==> config.mk <==
export PLATFORM = sky130hd
export DESIGN_NAME = slave_spi_node_flat
export DESIGN_NICKNAME = d
export VERILOG_FILES = /design/src/rtl/spi_pkg.sv /design/src/rtl/slave_spi_node_if.sv /design/src/rtl/spi_sync_edge.sv /design/src/rtl/slave_spi_node.sv /design/src/flat_wrapper.sv
export SDC_FILE = /design/constraint.sdc
export NUM_CORES = 1
export LEC_CHECK = 0
export CAP_MARGIN = 0
export CORE_MARGIN = 2
export CORE_UTILIZATION = 52
export CTS_CLUSTER_DIAMETER = 40
export CTS_CLUSTER_SIZE = 10
export DETAILED_ROUTE_END_ITERATION = 7
export MAX_ROUTING_LAYER = met4
export PLACE_DENSITY_LB_ADDON = 0.3
export SKIP_CTS_REPAIR_TIMING = 1
export SLEW_MARGIN = 30
export SYNTH_ARGS = -nofsm -noshare
export SYNTH_HDL_FRONTEND = slang
export SYNTH_SLANG_ARGS = --single-unit
==> constraint.sdc <==
create_clock -name clk -period 2.05 [get_ports clk]
set_clock_uncertainty 0.1 [all_clocks]
set_input_delay 0.3075 -clock clk [delete_from_list [all_inputs] [get_ports clk]]
set_output_delay 0.3075 -clock clk [all_outputs]
set_load 0.02 [all_outputs]
==> src/rtl/spi_pkg.sv <==
// Constants and state encoding shared by the SPI master and slave nodes
// of the interconnect memory link.
package spi_pkg;

  localparam int ADDR_BITS  = 8;
  localparam int INSTR_BITS = 32;
  localparam int FRAME_BITS = ADDR_BITS + INSTR_BITS;
  localparam logic [ADDR_BITS-1:0] BROADCAST_ADDR = 8'hFF;

  // The bit counter saturates one past a full frame so an overlong frame is
  // still distinguishable from an exact one.
  localparam int CNT_BITS = 6;
  localparam logic [CNT_BITS-1:0] CNT_ADDR_LAST = CNT_BITS'(ADDR_BITS - 1);
  localparam logic [CNT_BITS-1:0] CNT_FRAME     = CNT_BITS'(FRAME_BITS);
  localparam logic [CNT_BITS-1:0] CNT_SAT       = CNT_BITS'(FRAME_BITS + 1);

  typedef enum logic [2:0] {
    IDLE,
    ADDR,
    INSTR,
    SKIP,
    ERROR
  } spi_slave_state_t;

endpackage

==> src/rtl/slave_spi_node_if.sv <==
// SPI pins plus the instruction-side outputs of a slave node.
interface slave_spi_node_if import spi_pkg::*; ();

  logic                  sclk;
  logic                  cs_n;
  logic                  mosi;
  logic                  miso;
  logic                  miso_en;
  logic [INSTR_BITS-1:0] out_instr;
  logic                  check;
  logic                  err;

  modport master (
    output sclk, cs_n, mosi,
    input  miso, miso_en, out_instr, check, err
  );

  modport slave (
    input  sclk, cs_n, mosi,
    output miso, miso_en, out_instr, check, err
  );

endinterface

==> src/rtl/spi_sync_edge.sv <==
// Multi-flop synchroniser for an asynchronous input, with single-cycle
// rise/fall pulses derived from the synchronised level.
module spi_sync_edge #(
  parameter int STAGES = 2
) (
  input  logic clk,
  input  logic reset,
  input  logic d,
  output logic q,
  output logic rise,
  output logic fall
);

  logic [STAGES-1:0] sync;
  logic              prev;

  // Clearing to 0 means a cs_n held low through reset never yields a fall,
  // so a frame interrupted by reset cannot be resumed.
  always_ff @(posedge clk) begin
    if (reset) begin
      sync <= '0;
      prev <= 1'b0;
    end else begin
      // NOTE: non-blocking assignments make every flop sample the pre-edge
      // value, which is what turns this into a real shift chain.
      sync <= {sync[STAGES-2:0], d};
      prev <= sync[STAGES-1];
    end
  end

  assign q    = sync[STAGES-1];
  assign rise =  q & ~prev;
  assign fall = ~q &  prev;

endmodule

==> src/rtl/slave_spi_node.sv <==
// SPI slave endpoint: receives {addr, instr} frames, latches instructions
// addressed to this node and shifts the previous instruction back on MISO.
module slave_spi_node import spi_pkg::*; #(
  parameter logic [ADDR_BITS-1:0] NODE_ADDR   = 8'h00,
  parameter int                   SYNC_STAGES = 2
) (
  input logic             clk,
  input logic             reset,
  slave_spi_node_if.slave bus
);

  logic sclk_q, sclk_rise, sclk_fall;
  logic cs_q, cs_rise, cs_fall;
  logic mosi_q, mosi_rise, mosi_fall;

  spi_sync_edge #(.STAGES(SYNC_STAGES)) u_sclk_sync (
    .clk(clk), .reset(reset), .d(bus.sclk),
    .q(sclk_q), .rise(sclk_rise), .fall(sclk_fall)
  );

  spi_sync_edge #(.STAGES(SYNC_STAGES)) u_cs_sync (
    .clk(clk), .reset(reset), .d(bus.cs_n),
    .q(cs_q), .rise(cs_rise), .fall(cs_fall)
  );

  // Same depth as sclk so the data bit lines up with its sampling edge.
  spi_sync_edge #(.STAGES(SYNC_STAGES)) u_mosi_sync (
    .clk(clk), .reset(reset), .d(bus.mosi),
    .q(mosi_q), .rise(mosi_rise), .fall(mosi_fall)
  );

  spi_slave_state_t      state;
  logic [CNT_BITS-1:0]   bit_cnt;
  logic [FRAME_BITS-1:0] rx_sr;
  logic [INSTR_BITS-1:0] tx_sr;
  logic [ADDR_BITS-1:0]  rx_addr;
  logic                  unused_ok;

  assign rx_addr   = {rx_sr[ADDR_BITS-2:0], mosi_q};
  assign unused_ok = ^{sclk_q, cs_rise, mosi_rise, mosi_fall, rx_sr[FRAME_BITS-1]};

  always_ff @(posedge clk) begin
    if (reset) begin
      state         <= IDLE;
      bit_cnt       <= '0;
      rx_sr         <= '0;
      tx_sr         <= '0;
      bus.out_instr <= '0;
      bus.check     <= 1'b0;
      bus.err       <= 1'b0;
      bus.miso      <= 1'b0;
      bus.miso_en   <= 1'b0;
    end else begin
      bus.check <= 1'b0;
      bus.err   <= 1'b0;

      if (state != IDLE && sclk_rise && bit_cnt != CNT_SAT)
        bit_cnt <= bit_cnt + 6'd1;

      unique case (state)
        IDLE: begin
          if (cs_fall) begin
            state   <= ADDR;
            bit_cnt <= '0;
            rx_sr   <= '0;
          end
        end

        ADDR: begin
          if (cs_q) begin
            state   <= IDLE;
            bus.err <= 1'b1;
          end else if (sclk_rise) begin
            rx_sr <= {rx_sr[FRAME_BITS-2:0], mosi_q};
            if (bit_cnt == CNT_ADDR_LAST) begin
              if (rx_addr == NODE_ADDR || rx_addr == BROADCAST_ADDR) begin
                state       <= INSTR;
                bus.miso_en <= 1'b1;
                tx_sr       <= bus.out_instr;
              end else begin
                state <= SKIP;
              end
            end
          end
        end

        INSTR: begin
          if (cs_q) begin
            state       <= IDLE;
            bus.miso_en <= 1'b0;
            bus.miso    <= 1'b0;
            if (bit_cnt == CNT_FRAME) begin
              bus.out_instr <= rx_sr[INSTR_BITS-1:0];
              bus.check     <= 1'b1;
            end else begin
              bus.err <= 1'b1;
            end
          end else if (sclk_rise) begin
            if (bit_cnt == CNT_FRAME) begin
              state       <= ERROR;
              bus.err     <= 1'b1;
              bus.miso_en <= 1'b0;
              bus.miso    <= 1'b0;
            end else begin
              rx_sr <= {rx_sr[FRAME_BITS-2:0], mosi_q};
            end
          end else if (sclk_fall) begin
            bus.miso <= tx_sr[INSTR_BITS-1];
            tx_sr    <= {tx_sr[INSTR_BITS-2:0], 1'b0};
          end
        end

        SKIP, ERROR: begin
          if (cs_q) state <= IDLE;
        end

        default: state <= IDLE;
      endcase
    end
  end

endmodule

==> src/flat_wrapper.sv <==
// flat-port wrapper written by rule: the top's interface ports become plain ports
module slave_spi_node_flat import spi_pkg::*;
#(
  parameter logic [ADDR_BITS-1:0] NODE_ADDR   = 8'h00,
  parameter int                   SYNC_STAGES = 2
)
  (clk, reset, bus_sclk, bus_cs_n, bus_mosi, bus_miso, bus_miso_en, bus_out_instr, bus_check, bus_err);
  slave_spi_node_if bus_i ();
  input logic clk;
  input logic reset;
  input wire logic [$bits(bus_i.sclk)-1:0] bus_sclk;
  input wire logic [$bits(bus_i.cs_n)-1:0] bus_cs_n;
  input wire logic [$bits(bus_i.mosi)-1:0] bus_mosi;
  output wire logic [$bits(bus_i.miso)-1:0] bus_miso;
  output wire logic [$bits(bus_i.miso_en)-1:0] bus_miso_en;
  output wire logic [$bits(bus_i.out_instr)-1:0] bus_out_instr;
  output wire logic [$bits(bus_i.check)-1:0] bus_check;
  output wire logic [$bits(bus_i.err)-1:0] bus_err;
  assign bus_i.sclk = bus_sclk;
  assign bus_i.cs_n = bus_cs_n;
  assign bus_i.mosi = bus_mosi;
  assign bus_miso = bus_i.miso;
  assign bus_miso_en = bus_i.miso_en;
  assign bus_out_instr = bus_i.out_instr;
  assign bus_check = bus_i.check;
  assign bus_err = bus_i.err;
  slave_spi_node #(.NODE_ADDR(NODE_ADDR), .SYNC_STAGES(SYNC_STAGES)) u_core (.clk(clk), .reset(reset), .bus(bus_i));
endmodule
==> results of run 1 <==
[cell type report]
cell class / count / area (µm²) / area share (%)
Clock buffer: 17 / 414 / 6.76
Clock inverter: 15 / 108 / 1.76
Inverter: 5 / 18.8 / 0.306
Multi-Input combinational cell: 405 / 2420 / 39.6
Sequential cell: 117 / 2350 / 38.3
Tap cell: 129 / 161 / 2.64
Timing Repair Buffer: 64 / 653 / 10.7
[cell families (layout without fill, tap and decap cells)]
family | count (synthesis) | after routing | share of synthesized area [%]
AOI/OAI and AO/OA | 114 | 114 | 18.8
xor gates and xnor gates | 6 | 6 | 1.04
adders and majority gates | 3 | 3 | 0.746
buffers and inverters | 54 | 101 | 6.07
DFF | 117 | 117 | 46.6
muxes | 1 | 1 | 0.224
and+or+nand+nor | 281 | 281 | 26.6
[per-layer routing]
metal  vias up  GRT usage, %  part of all wire [%]
met1      2034          29.9                    46
met2        93          39.3                    49
met5         -             -                     0
met4         0          7.69                  0.96
li1       2069             -                     -
met3        10          6.16                   4.0
[final timing paths]
check / from / cells past startpoint / slack (ns) / to
worst min register to register: u_core.u_cs_sync.sync[0]$_SDFF_PP0_ / 1 / 0.34 / u_core.u_cs_sync.sync[1]$_SDFF_PP0_
worst max register to register: u_core.state[1]$_SDFFE_PP0P_ / 6 / 0.11 / u_core.tx_sr[7]$_SDFFE_PP0P_
worst max-delay path: u_core.bus.out_instr[29]$_SDFFE_PP0P_ / 1 / 0.10 / bus_out_instr[29]
worst min-delay path: reset / 2 / 0.008 / u_core.bus.miso$_SDFFE_PP0P_
[flip-flops by register name (all words and copies together) (netlist names)]
signal,flops
u_core.bus.miso_en,1
u_core.tx_sr,32
u_core.u_cs_sync.sync,2
u_core.bus.out_instr,32
u_core.bit_cnt,6
u_core.u_sclk_sync.prev,1
u_core.bus.check,1
u_core.rx_sr,32
u_core.u_cs_sync.prev,1
u_core.state,3
u_core.bus.miso,1
u_core.u_mosi_sync.sync,2
u_core.u_sclk_sync.sync,2
u_core.bus.err,1
[power by group]
group	internal, µW	leakage [µW]	switching [µW]
clock	1480	0.000239	1100
combinational	62.7	0.000696	120
sequential	2290	0.000945	8.18
total	3830	0.00188	1220
[Yosys cell counts, types with 2 or more instances]
cell type / count / area (µm²)
nand2_1: 167 / 627
dfxtp_1: 117 / 2340
a21oi_1: 38 / 190
nor3_1: 35 / 175
nand3b_1: 32 / 240
a311oi_2: 29 / 435
clkbuf_1: 28 / 105
o21ai_0: 28 / 140
nor2_1: 15 / 56.3
buf_2: 12 / 60.1
nor2b_1: 7 / 43.8
o21ai_1: 6 / 30.0
buf_6: 5 / 56.3
inv_1: 5 / 18.8
nand4_1: 5 / 31.3
xor2_1: 4 / 35.0
buf_12: 3 / 60.1
ha_1: 3 / 37.5
nand3_1: 3 / 15.0
a311oi_1: 2 / 17.5
nor3_2: 2 / 20.0
nor4_1: 2 / 12.5
or2_2: 2 / 12.5
xnor2_1: 2 / 17.5
[stage by stage]
stage | setup slack, ns | instances | utilization (%) | instance area, µm² | total power [µW]
floorplan | 0.0939 | 576 | - | 5030 | 2470
global placement | 0.116 | 719 | 59.6 | 5560 | 2520
detailed placement | 0.0635 | 719 | 59.6 | 5560 | 2520
CTS | 0.0406 | 751 | 65.2 | 6080 | 5090
global route | -0.00566 | 752 | 65.7 | 6120 | 5210
finish | 0.101 | 752 | 65.7 | 6120 | 5060
==> impl_metrics.csv, run 1 <==
group,metric,value,unit
status,status,"complete, no violations",
critical_path,worst-path-buf-inv,1,
global_routing,grt_pass1_vias,4094,
cells_and_area,layout-drive-gt1-share,17.2,%
route,drc_errors,0,
timing,max_clock_freq,513,MHz
cells_and_area,finalNetCount,618,
global_routing,antenna_found_initial,0,
cts,htree_num_levels,4,
yosys,ys_ff_latch,117,
floorplan,io_pins,41,
cts,clk_latency,0.51,ns
global_routing,grt-ovfl-total,0,
timing,worst_slew_pin_slew,0.510,ns
critical_path,cp_slowest_cell,"clkdlybuf4s50_1",
yosys,yosysSeqAreaShare,46.6,%
floorplan,core_area,9330,µm²
route,dr_total_vias,4206,
timing,holdWs,0.00799,ns
route,wl_per_cell,15.0,µm
cts,root_buffer,"clkbuf_8",
critical_path,path_class,"flop to output port",
global_routing,grt_max_degree,69,
floorplan,die-width,102,µm
critical_path,crit_family,"buffers and inverters",
timing,fin_crit_sh,95.1,%
yosys,yosys_warnings,0,
job,max-cap-violations,0,
cts,clockBufferDepth,2,
power,power_leakage,0.00188,µW
critical_path,slowest_delay,0.63,ns
cts,tritoncts,"yes",
route,viasPerCell,5.59,
place,portBuffers,40,
global_routing,grtUsageTotal,24.3,%
yosys,syn_area,5030,µm²
critical_path,cp-end-kind,"output port",
yosys,synth.avg_cell_area,8.73,µm²
yosys,synth_cell_types,48,
place,dp_hpwl,7120,µm
floorplan,start_util,53.9,%
cells_and_area,layout_common_cells,"nand2_1, dfxtp_1, clkdlybuf4s50_1",
route,wirelength,11300,µm
yosys,async_flop_share,0,%
cells_and_area,fillers,781,
yosys,ys.flop_type,"dfxtp_1",
timing,finalMaxSlewViolations,0,
cts,clk_pin_slew,0.06,ns
timing,setup_viol,0,
timing,fin_crit,1.95,ns
place,place_congestion,0.895,
timing,hold_viol_final,0,
floorplan,row_count,35,
yosys,synth_nets,584,
route,first_iter_violations,282,
floorplan,die_h,102,µm
power,power_density,826,nW/µm²
critical_path,critPathRequiredTime,1.64,ns
critical_path,cp.arrival,1.54,ns
floorplan,die_area,10500,µm²
cts,numCtsBuffers,17,
critical_path,crit_chain,"clkdlybuf4s50_1",
critical_path,crit_fanout,3,
timing,fin_tns_setup,0,ns
timing,slew_headroom,66.0,%
power,ir_worst_vdd,0.605,mV
yosys,synth_edf_count,0,
route,dr.pass1.iters,5,
global_routing,grt_first_pass_wirelength,19500,µm
critical_path,cp-start-kind,"flop",
cells_and_area,diodes,0,
cells_and_area,mostFrequentLayoutCell,"nand2_1",
cells_and_area,areaGrowthSynthToFinish,21.7,%
cts,cts.sinks,117,
route,antenna_left,0,
yosys,syn_inst,576,
min_path,hp-class,"input pin to flop",
No activity file was read; power rests on OpenSTA's default activity.
==> run 2, diff against run 1 <==
Settings changed: CTS_CLUSTER_DIAMETER 40 to not set, PLACE_DENSITY set to 0.73, PLACE_DENSITY_LB_ADDON 0.3 to not set.
==> run 2 against run 1 <==
Effect of this change: combinational power up 7%; worst setup slack worse by 0.010 ns; critical path depth grew 6; highest routed layer unchanged.
==> impl_metrics.csv, run 2 (same netlist as run 1, synthesis figures left out) <==
group,metric,value,unit
cts,cts.sinks,117,
cells_and_area,areaGrowthSynthToFinish,24.2,%
timing,rsz0062_at_grt,"true",
cts,tritoncts,"yes",
global_routing,antenna_found_initial,0,
global_routing,grt_pass1_vias,3786,
floorplan,start_util,53.9,%
power,power_leakage,0.00195,µW
route,first_iter_violations,297,
timing,fin_tns_setup,0,ns
critical_path,cp-start-kind,"flop",
timing,setup_viol,0,
route,antenna_left,0,
cts,htree_num_levels,4,
cts,clk_pin_slew,0.06,ns
cts,clockBufferDepth,2,
job,max-cap-violations,0,
timing,hold_viol_final,0,
route,wirelength,11400,µm
cts,clk_latency,0.51,ns
route,wl_met2,5540,µm
route,dr_total_vias,4167,
place,dp_hpwl,6980,µm
floorplan,die_h,102,µm
cells_and_area,post-route-util,67.0,%
critical_path,path_class,"flop to flop",
route,drc_errors,0,
timing,fin_ws,0.0906,ns
cts,root_buffer,"clkbuf_8",
critical_path,r2r_setup_slack,0.09,ns
power,ir_worst_vdd,0.547,mV
timing,slew_headroom,62.8,%
global_routing,grtUsageTotal,23.6,%
floorplan,die-width,102,µm
floorplan,core_area,9330,µm²
place,portBuffers,40,
global_routing,grt_max_degree,76,
place,place_congestion,0.844,
power,power_density,857,nW/µm²
route,dr.pass1.iters,5,
cells_and_area,layout-drive-gt1-share,17.1,%
route,dr_wl_met3,391,µm
cells_and_area,fin_cells,753,
timing,finalMaxSlewViolations,0,
route,wl_per_cell,15.1,µm
floorplan,io_pins,41,
critical_path,crit_fanout,36,
route,viasPerCell,5.53,
floorplan,row_count,35,
cells_and_area,reg_top3,"u_core.bus.out_instr x32, u_core.rx_sr x32, u_core.tx_sr x32",
status,status,"complete, no violations",
critical_path,cp-end-kind,"flop",
critical_path,cp.arrival,2.24,ns
route,met1_length,5330,µm
global_routing,grt-ovfl-total,0,
cells_and_area,multi_input_area,2420,µm²
critical_path,critPathRequiredTime,2.33,ns
place,dp.cells,722,
cells_and_area,regArea,2350,µm²
route,top_layer_used,"met4",
cells_and_area,diodes,0,
timing,max_clock_freq,510,MHz
cells_and_area,fillers,743,
cells_and_area,layout_common_cells,"nand2_1, dfxtp_1, clkdlybuf4s50_1",
place,dp_slack,0.0848,ns
cells_and_area,finalNetCount,621,
timing,fin_crit,1.96,ns
cts,numCtsBuffers,17,
floorplan,die_area,10500,µm²
cells_and_area,mostFrequentLayoutCell,"nand2_1",
timing,fin_crit_sh,95.6,%
global_routing,grt_first_pass_wirelength,18800,µm
timing,worst_slew_pin_slew,0.544,ns
min_path,hp-class,"input pin to flop",
==> run 2: cell types whose count changed in the layout (fill, tap and decap cells not counted), moves of 2 or more <==
cell / before / now
buf_12: 4 / 7
bufinv_16: 0 / 2
clkbuf_8: 1 / 6
clkinvlp_4: 7 / 2
inv_6: 4 / 0
==> run 2: layer usage <==
metal,vias to the layer above,track usage (%)
met4,0,6.77
met2,89,36.8
li1,2069,-
met1,2001,30.7
met3,8,5.75
met5,-,-
==> run 2: path summary, 6_finish.rpt <==
check                                         to  cells past startpoint                                 from
min reg2reg  u_core.u_cs_sync.sync[1]$_SDFF_PP0_                      1  u_core.u_cs_sync.sync[0]$_SDFF_PP0_
max                 u_core.rx_sr[1]$_SDFFE_PP0P_                      7         u_core.state[1]$_SDFFE_PP0P_
max reg2reg         u_core.rx_sr[1]$_SDFFE_PP0P_                      7         u_core.state[1]$_SDFFE_PP0P_
min           u_core.u_sclk_sync.prev$_SDFF_PP0_                      2                                reset
==> run 2: where the power goes <==
part           internal [µW]  total (µW)  switching [µW]
Clock                   1870        2860             995
Combinational           71.2         195             124
Sequential              2290        2290            7.77
==> run 2: worst max-delay path, cell delays in order (launching register included) <==
cell	delay [ns]
dfxtp_1	0.42
buf_4	0.19
or2b_1	0.26
a21oi_1	0.29
a32oi_4	0.19
buf_12	0.20
nand3b_1	0.08
o21ai_0	0.10
==> run 2: area by class of cell <==
type	count	area share [%]
Clock inverter	8	1.58
Clock buffer	22	7.73
Timing Repair Buffer	67	11.5
Inverter	5	0.300
Sequential cell	117	37.5
Multi-Input combinational cell	405	38.8
Tap cell	129	2.58
==> run 2: metrics by stage <==
step / power [µW] / hold WS, ns / cell area, µm²
5_1_grt: 5520 / 0.0568 / 6250
3_5_place_dp: 2540 / 0.322 / 5620
6_report: 5350 / 0.0586 / 6250
3_3_place_gp: 2530 / 0.319 / 5620
2_1_floorplan: 2470 / 0.314 / 5030
4_1_cts: 5400 / 0.0365 / 6200
